[src/rtl/branch_ctrl_pkg.sv]
`default_nettype none
// ============================================================================
// Module   : branch_ctrl_pkg
// Purpose  : Opcode/funct3 encodings and FSM state type for the branch
//            redirect controller.
// Revision : 1.0
// ============================================================================
package branch_ctrl_pkg;

    localparam logic [4:0] OPC_BRANCH = 5'b11000;
    localparam logic [4:0] OPC_JAL    = 5'b11011;
    localparam logic [4:0] OPC_JALR   = 5'b11001;

    localparam logic [2:0] F3_BEQ  = 3'b000;
    localparam logic [2:0] F3_BNE  = 3'b001;
    localparam logic [2:0] F3_BLT  = 3'b100;
    localparam logic [2:0] F3_BGE  = 3'b101;
    localparam logic [2:0] F3_BLTU = 3'b110;
    localparam logic [2:0] F3_BGEU = 3'b111;

    typedef enum logic [1:0] {
        S_IDLE     = 2'd0,
        S_EVAL     = 2'd1,
        S_REDIRECT = 2'd2,
        S_FLUSH    = 2'd3
    } br_state_e;

endpackage
`default_nettype wire

[src/rtl/branch_cond_eval.sv]
`default_nettype none
// ============================================================================
// Module   : branch_cond_eval
// Purpose  : Combinational branch condition evaluation from funct3.
// Revision : 1.0
// ============================================================================
module branch_cond_eval
    import branch_ctrl_pkg::*;
#(
    parameter int XLEN = 32
) (
    input  logic [XLEN-1:0] i_rs1,
    input  logic [XLEN-1:0] i_rs2,
    input  logic [2:0]      i_fun_3,
    output logic            o_cond_true
);

    always_comb begin
        o_cond_true = 1'b0;
        case (i_fun_3)
            F3_BEQ:  o_cond_true = (i_rs1 == i_rs2);
            F3_BNE:  o_cond_true = (i_rs1 != i_rs2);
            F3_BLT:  o_cond_true = ($signed(i_rs1) <  $signed(i_rs2));
            F3_BGE:  o_cond_true = ($signed(i_rs1) >= $signed(i_rs2));
            F3_BLTU: o_cond_true = (i_rs1 <  i_rs2);
            F3_BGEU: o_cond_true = (i_rs1 >= i_rs2);
            default: o_cond_true = 1'b0;
        endcase
    end

endmodule
`default_nettype wire

[src/rtl/branch_redirect_ctrl.sv]
`default_nettype none
// ============================================================================
// Module   : branch_redirect_ctrl
// Purpose  : Resolves one branch/jump at a time, issues the fetch redirect,
//            holds the pipeline flush and returns the JAL/JALR link value.
// Revision : 1.0
// ============================================================================
module branch_redirect_ctrl
    import branch_ctrl_pkg::*;
#(
    parameter int XLEN         = 32,
    parameter int FLUSH_CYCLES = 2
) (
    input  logic            clk_in,
    input  logic            reset_in,
    input  logic            br_valid_in,
    output logic            br_ready_o,
    input  logic [XLEN-1:0] pc_in,
    input  logic [XLEN-1:0] imm_in,
    input  logic [4:0]      opcode_6_2_in,
    input  logic [2:0]      fun_3_in,
    input  logic [XLEN-1:0] rs1_in,
    input  logic [XLEN-1:0] rs2_in,
    input  logic            kill_in,
    output logic            redirect_valid_o,
    input  logic            redirect_ready_in,
    output logic [XLEN-1:0] redirect_pc_o,
    output logic            flush_o,
    output logic            resolve_valid_o,
    output logic            resolve_taken_o,
    output logic            link_valid_o,
    output logic [XLEN-1:0] link_data_o,
    output logic            misalign_o
);

    br_state_e       r_state;
    br_state_e       w_state_nxt;

    logic [XLEN-1:0] r_pc;
    logic [XLEN-1:0] r_imm;
    logic [XLEN-1:0] r_rs1;
    logic [XLEN-1:0] r_rs2;
    logic [4:0]      r_opcode;
    logic [2:0]      r_fun_3;
    logic [XLEN-1:0] r_target;
    logic [XLEN-1:0] r_link_data;
    logic [3:0]      r_flush_cnt;
    logic            r_resolve_valid;
    logic            r_resolve_taken;
    logic            r_link_valid;
    logic            r_misalign;

    logic            w_cond_true;
    logic            w_is_branch;
    logic            w_is_jal;
    logic            w_is_jalr;
    logic            w_taken;
    logic            w_misalign;
    logic            w_accept;
    logic            w_redirect_fire;
    logic [XLEN-1:0] w_pc_sum;
    logic [XLEN-1:0] w_jalr_sum;
    logic [XLEN-1:0] w_target;

    branch_cond_eval #(
        .XLEN(XLEN)
    ) u_cond_eval (
        .i_rs1       (r_rs1),
        .i_rs2       (r_rs2),
        .i_fun_3     (r_fun_3),
        .o_cond_true (w_cond_true)
    );

    assign w_is_branch     = (r_opcode == OPC_BRANCH);
    assign w_is_jal        = (r_opcode == OPC_JAL);
    assign w_is_jalr       = (r_opcode == OPC_JALR);
    assign w_pc_sum        = r_pc + r_imm;
    assign w_jalr_sum      = r_rs1 + r_imm;
    assign w_target        = w_is_jalr ? {w_jalr_sum[XLEN-1:1], 1'b0} : w_pc_sum;
    assign w_taken         = w_is_branch ? w_cond_true : (w_is_jal | w_is_jalr);
    assign w_misalign      = w_taken & (w_target[1:0] != 2'b00);
    assign w_accept        = (r_state == S_IDLE) & br_valid_in & ~kill_in;
    // kill takes priority over a coincident fetch handshake
    assign w_redirect_fire = (r_state == S_REDIRECT) & redirect_ready_in & ~kill_in;

    always_ff @(posedge clk_in or posedge reset_in) begin
        if (reset_in) begin
            r_state <= S_IDLE;
        end else begin
            r_state <= w_state_nxt;
        end
    end

    always_comb begin
        w_state_nxt = r_state;
        case (r_state)
            S_IDLE: begin
                if (w_accept) w_state_nxt = S_EVAL;
            end
            S_EVAL: begin
                if (kill_in)                     w_state_nxt = S_IDLE;
                else if (w_taken && !w_misalign) w_state_nxt = S_REDIRECT;
                else                             w_state_nxt = S_IDLE;
            end
            S_REDIRECT: begin
                if (kill_in)              w_state_nxt = S_IDLE;
                else if (w_redirect_fire) w_state_nxt = S_FLUSH;
            end
            S_FLUSH: begin
                if (kill_in || (r_flush_cnt == 4'd1)) w_state_nxt = S_IDLE;
            end
            default: w_state_nxt = S_IDLE;
        endcase
    end

    always_ff @(posedge clk_in or posedge reset_in) begin
        if (reset_in) begin
            r_pc            <= '0;
            r_imm           <= '0;
            r_rs1           <= '0;
            r_rs2           <= '0;
            r_opcode        <= '0;
            r_fun_3         <= '0;
            r_target        <= '0;
            r_link_data     <= '0;
            r_flush_cnt     <= '0;
            r_resolve_valid <= 1'b0;
            r_resolve_taken <= 1'b0;
            r_link_valid    <= 1'b0;
            r_misalign      <= 1'b0;
        end else begin
            r_resolve_valid <= 1'b0;
            r_resolve_taken <= 1'b0;
            r_link_valid    <= 1'b0;
            r_misalign      <= 1'b0;

            if (w_accept) begin
                r_pc     <= pc_in;
                r_imm    <= imm_in;
                r_rs1    <= rs1_in;
                r_rs2    <= rs2_in;
                r_opcode <= opcode_6_2_in;
                r_fun_3  <= fun_3_in;
            end

            if ((r_state == S_EVAL) && !kill_in) begin
                r_resolve_valid <= 1'b1;
                r_resolve_taken <= w_taken;
                r_link_valid    <= (w_is_jal | w_is_jalr) & ~w_misalign;
                r_misalign      <= w_misalign;
                r_target        <= w_target;
                if (w_is_jal || w_is_jalr) r_link_data <= r_pc + XLEN'(4);
            end

            if (w_redirect_fire) begin
                r_flush_cnt <= 4'(FLUSH_CYCLES);
            end else if (r_state == S_FLUSH) begin
                r_flush_cnt <= r_flush_cnt - 4'd1;
            end
        end
    end

    assign br_ready_o       = (r_state == S_IDLE);
    assign redirect_valid_o = (r_state == S_REDIRECT);
    assign flush_o          = (r_state == S_FLUSH);
    assign redirect_pc_o    = r_target;
    assign resolve_valid_o  = r_resolve_valid;
    assign resolve_taken_o  = r_resolve_taken;
    assign link_valid_o     = r_link_valid;
    assign link_data_o      = r_link_data;
    assign misalign_o       = r_misalign;

endmodule
`default_nettype wire
[config.mk]
export PLATFORM = sky130hd
export DESIGN_NAME = branch_redirect_ctrl
export DESIGN_NICKNAME = d
export VERILOG_FILES = /design/src/rtl/branch_ctrl_pkg.sv /design/src/rtl/branch_cond_eval.sv /design/src/rtl/branch_redirect_ctrl.sv
export SDC_FILE = /design/constraint.sdc
export NUM_CORES = 1
export LEC_CHECK = 0
export ABC_CLOCK_PERIOD_IN_PS = 8350
export CELL_PAD_IN_SITES_DETAIL_PLACEMENT = 0
export CELL_PAD_IN_SITES_GLOBAL_PLACEMENT = 1
export CORE_MARGIN = 2
export CORE_UTILIZATION = 32
export CTS_CLUSTER_SIZE = 24
export DETAILED_ROUTE_END_ITERATION = 16
export MAX_ROUTING_LAYER = met4
export PLACE_DENSITY_LB_ADDON = 0.1
export SYNTH_ARGS = -nofsm -noshare
export SYNTH_HDL_FRONTEND = slang
export SYNTH_SLANG_ARGS = --single-unit
[constraint.sdc]
create_clock -name clk_in -period 8.35 [get_ports clk_in]
set_input_delay 1.67 -clock clk_in [delete_from_list [all_inputs] [get_ports clk_in]]
set_output_delay 1.67 -clock clk_in [all_outputs]
set_load 0.03 [all_outputs]
==> results.sh <==
export IMPL_path_class="reg2out"
export IMPL_final_hold_viol_count=0
export IMPL_rsz0062_at_grt="no"
export IMPL_crit_end="flush_o"
export IMPL_netlist_top_cells_area="dfrtp_1 42%, ha_1 9.7%, mux2_2 8.9%, o21ai_0 5.0%, nand2_1 4.5%"
export IMPL_tightest_slew_ps=967
export IMPL_final_cell_mix="211 x clkdlybuf4s50_1, 210 x dfrtp_1, 147 x nand2_1"
export IMPL_rows=72
export IMPL_rr_endpoint="redirect_pc_o[19]"
export IMPL_crit_chain="nand2_1, inv_1, clkdlybuf4s50_1"
export IMPL_cts_hold_buffers=0
export IMPL_path_buf_inv=2
export IMPL_maxCapViolations=0
export IMPL_initialDrtViolationCount=328
export IMPL_drt_total_wl_um=36400
export IMPL_dieWidth_um=201
export IMPL_fin_crit_ps=3720
export IMPL_htree_levels=1
export IMPL_setup_viol_count_final=0
export IMPL_place_inst=1951
export IMPL_synth_edf_count=0
export IMPL_startpoint="r_state[1]"
export IMPL_grt_max_degree=177
export IMPL_postPlaceCellArea_sq_mm=0.0150
export IMPL_fin_util_pct=41.5
export IMPL_syn_area_sq_mm=0.0124
export IMPL_power_leakage_nw=6.86
export IMPL_holdWs_ps=475
export IMPL_slew_violations=0
export IMPL_post_cts_resized=0
export IMPL_worstPathArrival_ps=2050
export IMPL_final_common_cell="clkdlybuf4s50_1"
export IMPL_path_clk_slew_ps=60
export IMPL_finalNonFillerCells=1997
export IMPL_syn_area_per_cell_sq_um=9.85
export IMPL_ir_drop_uv=144
export IMPL_reg2reg_slack_ps=5110
export IMPL_status="completed"
export IMPL_async_flop_share_pct=100
export IMPL_synth_main_ff_cell="dfrtp_1"
export IMPL_postRouteAntennaNets=0
export IMPL_clockRootBuffer="clkbuf_16"
export IMPL_antenna_found_initial=0
export IMPL_first_pass_iters=4
export IMPL_layout_setup_ws_ps=4630
export IMPL_min_path_cells=2
export IMPL_period_share_pct=44.5
export IMPL_detail_route_wl_per_cell_um=18.2
export IMPL_vias=9764
export IMPL_fin_skew_ps=19.8
export IMPL_cp_slowest_cell="clkdlybuf4s50_1"
export IMPL_synth_top_cell_area_share_pct=42.5
export IMPL_synth_cell_type_count=74
export IMPL_synth_seq_area_share_pct=42.5
export IMPL_cp_end_kind="output pin"
export IMPL_grt_total_usage_pct=18.5
export IMPL_crit_family="buffers and inverters"
export IMPL_io_buffer_count=211
export IMPL_slew_headroom_pct=35.3
export IMPL_tns_ps=0
export IMPL_ys_ff_latch=210
export IMPL_grt_pass1_wl_um=57300
export IMPL_grt_ovfl_total=0
export IMPL_grt_pass1_vias=9779
export IMPL_startpoint_type="register"
export IMPL_cts_max_path_buffers=3
export IMPL_final_nets=1700
export IMPL_cts_setup_buffers=0
export IMPL_final_area_sq_mm=0.0159
export IMPL_required_ps=6680
export IMPL_finalPower_mw=4.47
export IMPL_r2r_start="r_pc[2]"
export IMPL_dieHeight_um=201
export IMPL_gp_congestion=0.872
export IMPL_syn_inst=1256
export IMPL_die_area_sq_mm=0.0402
export IMPL_hold_path_class="reg2reg"
export IMPL_diodes=0
export IMPL_dp_slack_ps=4060
export IMPL_synthToLayoutAreaGrowth_pct=28.9
export IMPL_start_util_pct=32.2
export IMPL_drc=0
export IMPL_cp_slowest_stage_delay_ps=670
export IMPL_via_per_inst=4.89
export IMPL_clock_sinks=210
export IMPL_clock_latency_ps=560
export IMPL_reg2reg_depth=10
export IMPL_final_layout_size_suffix_gt1_share_pct=12.0
export IMPL_cts_buffers=26
export IMPL_crit_cells=3
export IMPL_max_freq_mhz=269
export IMPL_ios=212
export IMPL_ys_warn_count=0
export IMPL_cts_tree="built"
export IMPL_syn_nets=1495
export IMPL_powerDensity_mw_per_mm2=280
export IMPL_dpl_hpwl_um=27400
export IMPL_worstPathMaxFanout=10
export IMPL_coreArea_sq_mm=0.0384
export IMPL_yosys_area_top_type="dfrtp_1"
==> metal layers <==
layer  vias up  global-route usage (%)  routed length, um
met5         -                       -                  0
met4         0                    4.26                675
met3        40                    2.56               1360
met2       172                    27.9              15900
met1      4636                    26.4              18500
li1       4916                       -                  -
==> worst min path at each step <==
stage	startpoint	to
2_1_floorplan	r_opcode[2]	r_opcode[2]
3_3_place_gp	link_data_o[25]	link_data_o[25]
3_5_place_dp	link_data_o[26]	link_data_o[26]
4_1_cts	link_data_o[26]	link_data_o[26]
5_1_grt	link_data_o[22]	link_data_o[22]
6_report	link_data_o[26]	link_data_o[26]
==> where the power goes <==
| part | switching, mW | leakage (nW) | internal [mW] |
|---|---|---|---|
| logic | 1.01 | 3.85 | 0.828 |
| registers | 0.230 | 2.57 | 1.24 |
| clock network | 0.457 | 0.443 | 0.706 |
==> state kept, by name, summed over array words and instances (netlist names), 2 cells and up <==
register	cells
r_pc	32
r_opcode	5
r_state	2
r_rs2	32
r_imm	32
r_flush_cnt	4
link_data_o	32
r_fun_3	3
r_rs1	32
redirect_pc_o	32
==> cells by family after synthesis <==
| group | after synthesis | share of synthesized area (%) |
|---|---|---|
| AO/OA/AOI/OAI | 340 | 17.4 |
| AND/OR/NAND/NOR | 322 | 11.8 |
| flip-flops | 210 | 42.5 |
| XOR/XNOR | 80 | 5.67 |
| multiplexers | 103 | 9.33 |
| adder cells (fa/ha/maj) | 98 | 10.0 |
| buffers and inverters | 103 | 3.28 |
==> worst register-to-register path, stage by stage, from the launching register on <==
cell       delay (ps)
dfrtp_1           490
ha_1              390
o21a_1            230
a211oi_1          420
nor3_1            200
o21bai_1          230
a31oi_1           120
a2111oi_0         490
o21bai_1          160
xnor2_1           260
o21ai_0           130
==> Yosys cell counts, types with 7 or more instances <==
cell type,count
nor3_1,13
xor2_1,37
a21oi_1,75
xnor2_1,43
o211ai_1,10
clkbuf_1,29
ha_1,96
o21a_1,15
nand2_1,148
inv_1,61
nand4_1,18
a31oi_1,16
nor2_1,63
and3_1,11
a21o_1,31
nand2b_1,12
mux2_2,98
dfrtp_1,210
nor2b_1,7
o21bai_1,8
nand3_1,25
o21ai_0,124
buf_2,9
==> cell type report <==
cell class	count	area, sq um
Fill cell	3841	22400
Sequential cell	210	5260
Tap cell	518	648
Clock buffer	41	827
Timing Repair Buffer	218	2180
Multi-Input combinational cell	943	6730
Clock inverter	5	65.1
Inverter	62	240
No activity file was read; power rests on OpenSTA's default activity.
